==> config.mk <==
export PLATFORM = sky130hd
export DESIGN_NAME = sin_frame_dispatcher
export DESIGN_NICKNAME = d
export VERILOG_FILES = /design/src/rtl/sin_frame_dispatcher.sv
export SDC_FILE = /design/constraint.sdc
export NUM_CORES = 1
export LEC_CHECK = 0
export CORE_ASPECT_RATIO = 0.6
export CORE_MARGIN = 2
export CORE_UTILIZATION = 59
export CTS_BUF_LIST = sky130_fd_sc_hd__clkbuf_4 sky130_fd_sc_hd__clkbuf_8
export CTS_CLUSTER_SIZE = 14
export DETAILED_ROUTE_END_ITERATION = 8
export MAX_ROUTING_LAYER = met4
export PLACE_DENSITY = 0.95
export SYNTH_ARGS = -nofsm -noshare
export SYNTH_HDL_FRONTEND = slang
export SYNTH_SLANG_ARGS = --single-unit
==> constraint.sdc <==
create_clock -name clk -period 6.5 [get_ports clk]
set_input_delay 1.3 -clock clk [delete_from_list [all_inputs] [get_ports clk]]
set_output_delay 1.3 -clock clk [all_outputs]
set_load 0.02 [all_outputs]
==> src/rtl/sin_frame_dispatcher.sv <==
// Frame engine between the SPI links and the UART bank: ROM-driven sine broadcast per phase,
// closed by a shoot pulse, plus a single-byte pipe mode to one addressed UART.
module sin_frame_dispatcher #(
  parameter int NUM_OF_MODULES = 9,
  parameter int NUM_OF_PHASES  = 3,
  parameter int ADDR_W         = 8,
  parameter int MODULE_OFFSET  = 28,
  parameter int PHASE_OFFSET   = 85,
  parameter int SIN_W          = 8,
  parameter int MA_W           = 16,
  parameter int SHOOT_CYCLES   = 4
) (
  input  logic                            clk,
  input  logic                            reset,
  input  logic                            frame_valid,
  output logic                            frame_ready,
  input  logic [15:0]                     sin_index,
  input  logic [MA_W-1:0]                 ma_mult,
  input  logic                            pipe_valid,
  output logic                            pipe_ready,
  input  logic [7:0]                      pipe_id,
  input  logic [SIN_W-1:0]                pipe_data,
  output logic                            pipe_error,
  output logic [ADDR_W-1:0]               rom_addr,
  input  logic [SIN_W-1:0]                rom_data,
  output logic [NUM_OF_MODULES-1:0]       start_tx,
  output logic [NUM_OF_MODULES*SIN_W-1:0] data_to_tx,
  input  logic [NUM_OF_MODULES-1:0]       tx_busy,
  output logic                            shoot,
  output logic                            busy
);

  localparam int DW = NUM_OF_MODULES * SIN_W;

  typedef enum logic [2:0] {
    IDLE      = 3'd0,
    LOAD      = 3'd1,
    WAIT_TX   = 3'd2,
    SEND      = 3'd3,
    GUARD     = 3'd4,
    SHOOT     = 3'd5,
    PIPE_WAIT = 3'd6,
    PIPE_SEND = 3'd7
  } state_t;

  state_t                    state_r, next_s;
  logic [15:0]               idx_r;
  logic [MA_W-1:0]           ma_r;
  logic [4:0]                k_r;
  logic [2:0]                p_r;
  logic                      guard_r;
  logic [15:0]               shoot_cnt_r;
  logic                      pipe_mode_r;
  logic [NUM_OF_MODULES-1:0] id_mask_r, id_mask_s;
  logic [SIN_W-1:0]          pipe_data_r;
  logic [DW-1:0]             buf_r, data_r;
  logic [NUM_OF_MODULES-1:0] start_tx_r;
  logic [ADDR_W-1:0]         rom_addr_r;
  logic                      frame_ready_r, pipe_ready_r, pipe_error_r, shoot_r, busy_r;
  logic [SIN_W-1:0]          scaled_s;
  logic                      pipe_id_ok_s, last_phase_s;
  logic [4:0]                k_next_s;

  // Full 16-bit index is summed at 32 bits; truncation keeps only the table-address bits.
  function automatic logic [ADDR_W-1:0] addr_f(input logic [15:0] base, input logic [4:0] k,
                                               input logic [2:0] p);
    return ADDR_W'(32'(base) + 32'(k) * 32'(MODULE_OFFSET) + 32'(p) * 32'(PHASE_OFFSET));
  endfunction

  assign scaled_s     = SIN_W'(({{MA_W{1'b0}}, rom_data} * {{SIN_W{1'b0}}, ma_r}) >> MA_W);
  assign pipe_id_ok_s = (32'(pipe_id) < 32'(NUM_OF_MODULES));
  assign last_phase_s = (p_r == 3'(NUM_OF_PHASES - 1));
  assign k_next_s     = k_r + 5'd1;

  // One-hot mask of the requested pipe channel
  always_comb begin
    id_mask_s = {NUM_OF_MODULES{1'b0}};
    for (int m = 0; m < NUM_OF_MODULES; m++) begin
      id_mask_s[m] = (32'(pipe_id) == 32'(m));
    end
  end

  // Next-state logic
  always_comb begin
    next_s = state_r;
    case (state_r)
      IDLE: begin
        if (frame_valid) next_s = LOAD;
        else if (pipe_valid && pipe_id_ok_s) next_s = PIPE_WAIT;
        else next_s = IDLE;
      end
      LOAD: begin
        if (32'(k_r) == 32'(NUM_OF_MODULES)) next_s = WAIT_TX;
        else next_s = LOAD;
      end
      WAIT_TX: begin
        if (|tx_busy) next_s = WAIT_TX;
        else next_s = SEND;
      end
      SEND: next_s = GUARD;
      GUARD: begin
        if (!guard_r) next_s = GUARD;
        else if (pipe_mode_r) next_s = IDLE;
        else if (last_phase_s) next_s = SHOOT;
        else next_s = LOAD;
      end
      SHOOT: begin
        if (shoot_cnt_r == 16'(SHOOT_CYCLES - 1)) next_s = IDLE;
        else next_s = SHOOT;
      end
      PIPE_WAIT: begin
        if (|(tx_busy & id_mask_r)) next_s = PIPE_WAIT;
        else next_s = PIPE_SEND;
      end
      PIPE_SEND: next_s = GUARD;
      default:   next_s = IDLE;
    endcase
  end

  // State register
  always_ff @(posedge clk or negedge reset) begin
    if (!reset) state_r <= IDLE;
    else        state_r <= next_s;
  end

  // Datapath, counters and registered outputs
  always_ff @(posedge clk or negedge reset) begin
    if (!reset) begin
      idx_r         <= 16'd0;
      ma_r          <= {MA_W{1'b0}};
      k_r           <= 5'd0;
      p_r           <= 3'd0;
      guard_r       <= 1'b0;
      shoot_cnt_r   <= 16'd0;
      pipe_mode_r   <= 1'b0;
      id_mask_r     <= {NUM_OF_MODULES{1'b0}};
      pipe_data_r   <= {SIN_W{1'b0}};
      buf_r         <= {DW{1'b0}};
      data_r        <= {DW{1'b0}};
      start_tx_r    <= {NUM_OF_MODULES{1'b0}};
      rom_addr_r    <= {ADDR_W{1'b0}};
      frame_ready_r <= 1'b1;
      pipe_ready_r  <= 1'b1;
      pipe_error_r  <= 1'b0;
      shoot_r       <= 1'b0;
      busy_r        <= 1'b0;
    end else begin
      start_tx_r    <= {NUM_OF_MODULES{1'b0}};
      pipe_error_r  <= 1'b0;
      frame_ready_r <= (next_s == IDLE);
      pipe_ready_r  <= (next_s == IDLE) && !frame_valid;
      busy_r        <= (next_s != IDLE);
      shoot_r       <= (next_s == SHOOT);
      case (state_r)
        IDLE: begin
          if (frame_valid) begin
            idx_r       <= sin_index;
            ma_r        <= ma_mult;
            p_r         <= 3'd0;
            k_r         <= 5'd0;
            pipe_mode_r <= 1'b0;
            rom_addr_r  <= addr_f(sin_index, 5'd0, 3'd0);
          end else if (pipe_valid && pipe_id_ok_s) begin
            id_mask_r   <= id_mask_s;
            pipe_data_r <= pipe_data;
            pipe_mode_r <= 1'b1;
          end else if (pipe_valid) begin
            pipe_error_r <= 1'b1;
          end
        end
        LOAD: begin
          // ROM answers one clock late, so cycle k stores the sample addressed in cycle k-1
          k_r <= k_next_s;
          if (32'(k_next_s) < 32'(NUM_OF_MODULES)) rom_addr_r <= addr_f(idx_r, k_next_s, p_r);
          for (int m = 0; m < NUM_OF_MODULES; m++) begin
            if (32'(k_r) == 32'(m + 1)) buf_r[m*SIN_W +: SIN_W] <= scaled_s;
          end
        end
        WAIT_TX: begin
          if (next_s == SEND) begin
            start_tx_r <= {NUM_OF_MODULES{1'b1}};
            data_r     <= buf_r;
          end
        end
        GUARD: begin
          guard_r <= ~guard_r;
          if (guard_r && !pipe_mode_r) begin
            if (last_phase_s) begin
              shoot_cnt_r <= 16'd0;
            end else begin
              p_r        <= p_r + 3'd1;
              k_r        <= 5'd0;
              rom_addr_r <= addr_f(idx_r, 5'd0, p_r + 3'd1);
            end
          end
        end
        SHOOT: shoot_cnt_r <= shoot_cnt_r + 16'd1;
        PIPE_SEND: begin
          start_tx_r <= id_mask_r;
          for (int m = 0; m < NUM_OF_MODULES; m++) begin
            if (id_mask_r[m]) data_r[m*SIN_W +: SIN_W] <= pipe_data_r;
          end
        end
        default: ;
      endcase
    end
  end

  assign frame_ready = frame_ready_r;
  assign pipe_ready  = pipe_ready_r;
  assign pipe_error  = pipe_error_r;
  assign rom_addr    = rom_addr_r;
  assign start_tx    = start_tx_r;
  assign data_to_tx  = data_r;
  assign shoot       = shoot_r;
  assign busy        = busy_r;

endmodule
==> flow_summary_export.csv <==
group,metric,value,unit
setup_path,worst-setup-path-type,"input pin to flop",
placement,io_buffers,154,
timing,maxSlewViolCount,0,
timing,relSlewSlack,0.288,
setup_path,cp.required,6980,ps
cells_and_area,drive_gt1_frac,0.130,
global_routing,grt_pass1_wl,64600,um
clocking,cts_tree,"built",
synthesis,syn_nets,1739,
timing,hold_viol,0,
run,cap_violations,0,
setup_path,cp_max_fo,10,
worst_hold_path,hold_path.class,"flop to flop",
timing,rsz0062_at_grt,"false",
setup_path,critPathArrivalTime,6540,ps
setup_path,crit_chain,"clkdlybuf4s50_1 -> buf_4 -> nand2_1 -> fa_1 -> fa_1 -> inv_1 -> fa_1 -> fa_1 -> ha_1 -> a211oi_1 -> o21ai_0 -> a31oi_1 -> buf_4 -> nor3_1 -> nor3_2 -> mux2_2",
global_routing,grt_max_degree,90,
cells_and_area,fin_nets,1935,
drt,routed_wirelength,39600,um
setup_path,crit_path_top_delay_cell,"nor3_2",
synthesis,yosys_warnings,0,
setup_path,worst_setup_path_end_kind,"flop",
placement,dp_hpwl,28900,um
cells_and_area,fin_util,0.717,
synthesis,synth_area,15000,um2
clocking,cts.reportedPaths.clkPinSlew,70,ps
floorplan,dieWidth,210,um
synthesis,synth_seq_cells,236,
setup_path,cp_top_family,"adder cells",
clocking,htree_num_levels,2,
clocking,cts_buffer_depth,3,
setup_path,crit_buf_inv,4,
drt,firstDrtPassIters,6,
floorplan,design.core.area,25200,um2
floorplan,die-area,26800,um2
synthesis,synth_top_area_share,0.389,
drt,drc,0,
timing,fmax,0.165,GHz
floorplan,rows,45,
global_routing,grt_overflow_total,0,
clocking,cts.sinks,236,
floorplan,die_y,128,um
clocking,post_cts.repair.setup_buffers,0,
clocking,cts_buffers,36,
drt,post_drt_wl_per_cell,19.4,um
synthesis,yosys.area.top_type,"dfrtp_1",
floorplan,ioPinCount,163,
synthesis,async_reset_ff_frac,1.00,
timing,finalSetupViolations,0,
setup_path,cp-start-kind,"input pin",
drt,ant_nets,0,
synthesis,synth_cell_type_count,76,
cells_and_area,diodes,0,
status,outcome,"finished clean",
clocking,clock_latency,560,ps
synthesis,netlist_top_cells_area,"dfrtp_1 39%, fa_1 13%, ha_1 6.7%",
timing,fin_skew,25.2,ps
global_routing,grt_pass1_vias,12663,
floorplan,initial_core_util,0.598,
timing,period_share,0.932,
drt,drt_iter0_drc,1061,
synthesis,synth_edf_count,0,
global_routing,grtUsageTotal,0.316,
drt,num_vias,12122,
setup_path,cp_common_cell,"fa_1",
timing,fin_crit,6060,ps
synthesis,synth_commonest_cells,"234 x dfrtp_1, 171 x nand2_1, 152 x inv_1, 125 x o21ai_0, 123 x a21oi_1",
placement,place.gp.congestion,0.901,
cells_and_area,area_growth,19.9,%
synthesis,yosysSeqAreaShare,0.393,
setup_path,critPathMaxStageDelay,680,ps
timing,tightest_slew,1070,ps
synthesis,avgSynthCellArea,10.1,um2
synthesis,synth_ff_type,"dfrtp_1",
clocking,cts_root_buf,"clkbuf_8",
synthesis,postSynthCellCount,1493,
synthesis,yosysMostFrequentCell,"dfrtp_1",
global_routing,antenna_found_initial,0,
drt,routed_via_density,5.94,
-- flip-flops by register name, summed over array words and instances, names as in the netlist, 3 cells and up --
signal / cells
pipe_data_r: 8
idx_r: 8
p_r: 3
shoot_cnt_r: 16
rom_addr: 8
state_r: 3
id_mask_r: 9
k_r: 5
data_to_tx: 72
start_tx: 9
buf_r: 72
ma_r: 16
-- repair_timing --
action                                  4_1_cts  5_1_grt
hold buffers                                  0        0
gates resized for setup                       0        1
endpoints found under the setup margin        0        3
-- cell type report --
type	count	area [um2]
Tap cell	329	412
Multi-Input combinational cell	1049	8330
Fill cell	1688	7130
Clock buffer	59	712
Timing Repair Buffer	214	2080
Clock inverter	3	21.3
Inverter	152	571
Sequential cell	236	5910
-- cell families after synthesis --
family	after synthesis	share of synthesized area
muxes	79	0.0589
xor gates and xnor gates	28	0.0177
AOI/OAI and AO/OA	351	0.140
adders and majority gates	177	0.196
and+or+nand+nor	414	0.141
DFF	236	0.393
buffers and inverters	208	0.0545
-- worst paths after layout --
kind,from,endpoint,slack [ps],cells past startpoint
worst min-delay path,data_to_tx[41],data_to_tx[41],480,2
worst min register to register,data_to_tx[41],data_to_tx[41],480,2
max in group asynchronous,reset,ma_r[13],4300,2
worst max-delay path,rom_data[7],buf_r[54],440,16
worst max register to register,ma_r[10],buf_r[29],1320,17
min in group asynchronous,reset,pipe_data_r[7],730,1
-- worst reg2reg max path, stage by stage (launching register included) --
cell,delay [ps]
dfrtp_1,490
and2_1,230
fa_1,530
inv_1,50
fa_1,550
inv_1,60
fa_1,530
inv_1,50
fa_1,530
inv_1,40
ha_1,330
buf_4,170
o21a_1,180
o21bai_1,130
o2bb2ai_1,180
a21oi_1,90
nand4b_2,480
mux2_1,450
-- per-stage QoR --
step / area (um2) / worst slack (ps) / TNS (ps) / hold slack [ps] / cells
after floorplan: 15000 / 935 / 0 / 449 / 1493
after global placement: 17300 / -158 / -1370 / 460 / 1980
after detailed placement: 17300 / -263 / -2650 / 467 / 1980
after CTS: 18000 / 255 / 0 / 484 / 2042
after global routing: 18000 / 245 / 0 / 502 / 2042
final: 18000 / 443 / 0 / 481 / 2042
-- metal layers --
layer,track usage,vias up,wire (um)
met1,0.431,6012,17000
met2,0.475,593,18000
met3,0.0693,94,3490
met5,-,-,0
met4,0.109,0,1030
li1,-,5423,-
-- layout by cell type, fill, tap and decap left out, drive strengths merged, types with 59 or more instances in the layout --
cell type,netlist,final
clkdlybuf4s50,0,153
buf,23,61
clkbuf,33,59
ha,80,80
and2,118,118
fa,97,97
a21oi,123,123
inv,152,153
nand2,178,178
dfrtp,234,234
o21ai,129,129
mux2,76,76
Power is left out: the tool's default activity adds up to more than one toggle a clock period on the data nets, which glitch-free logic cannot reach.
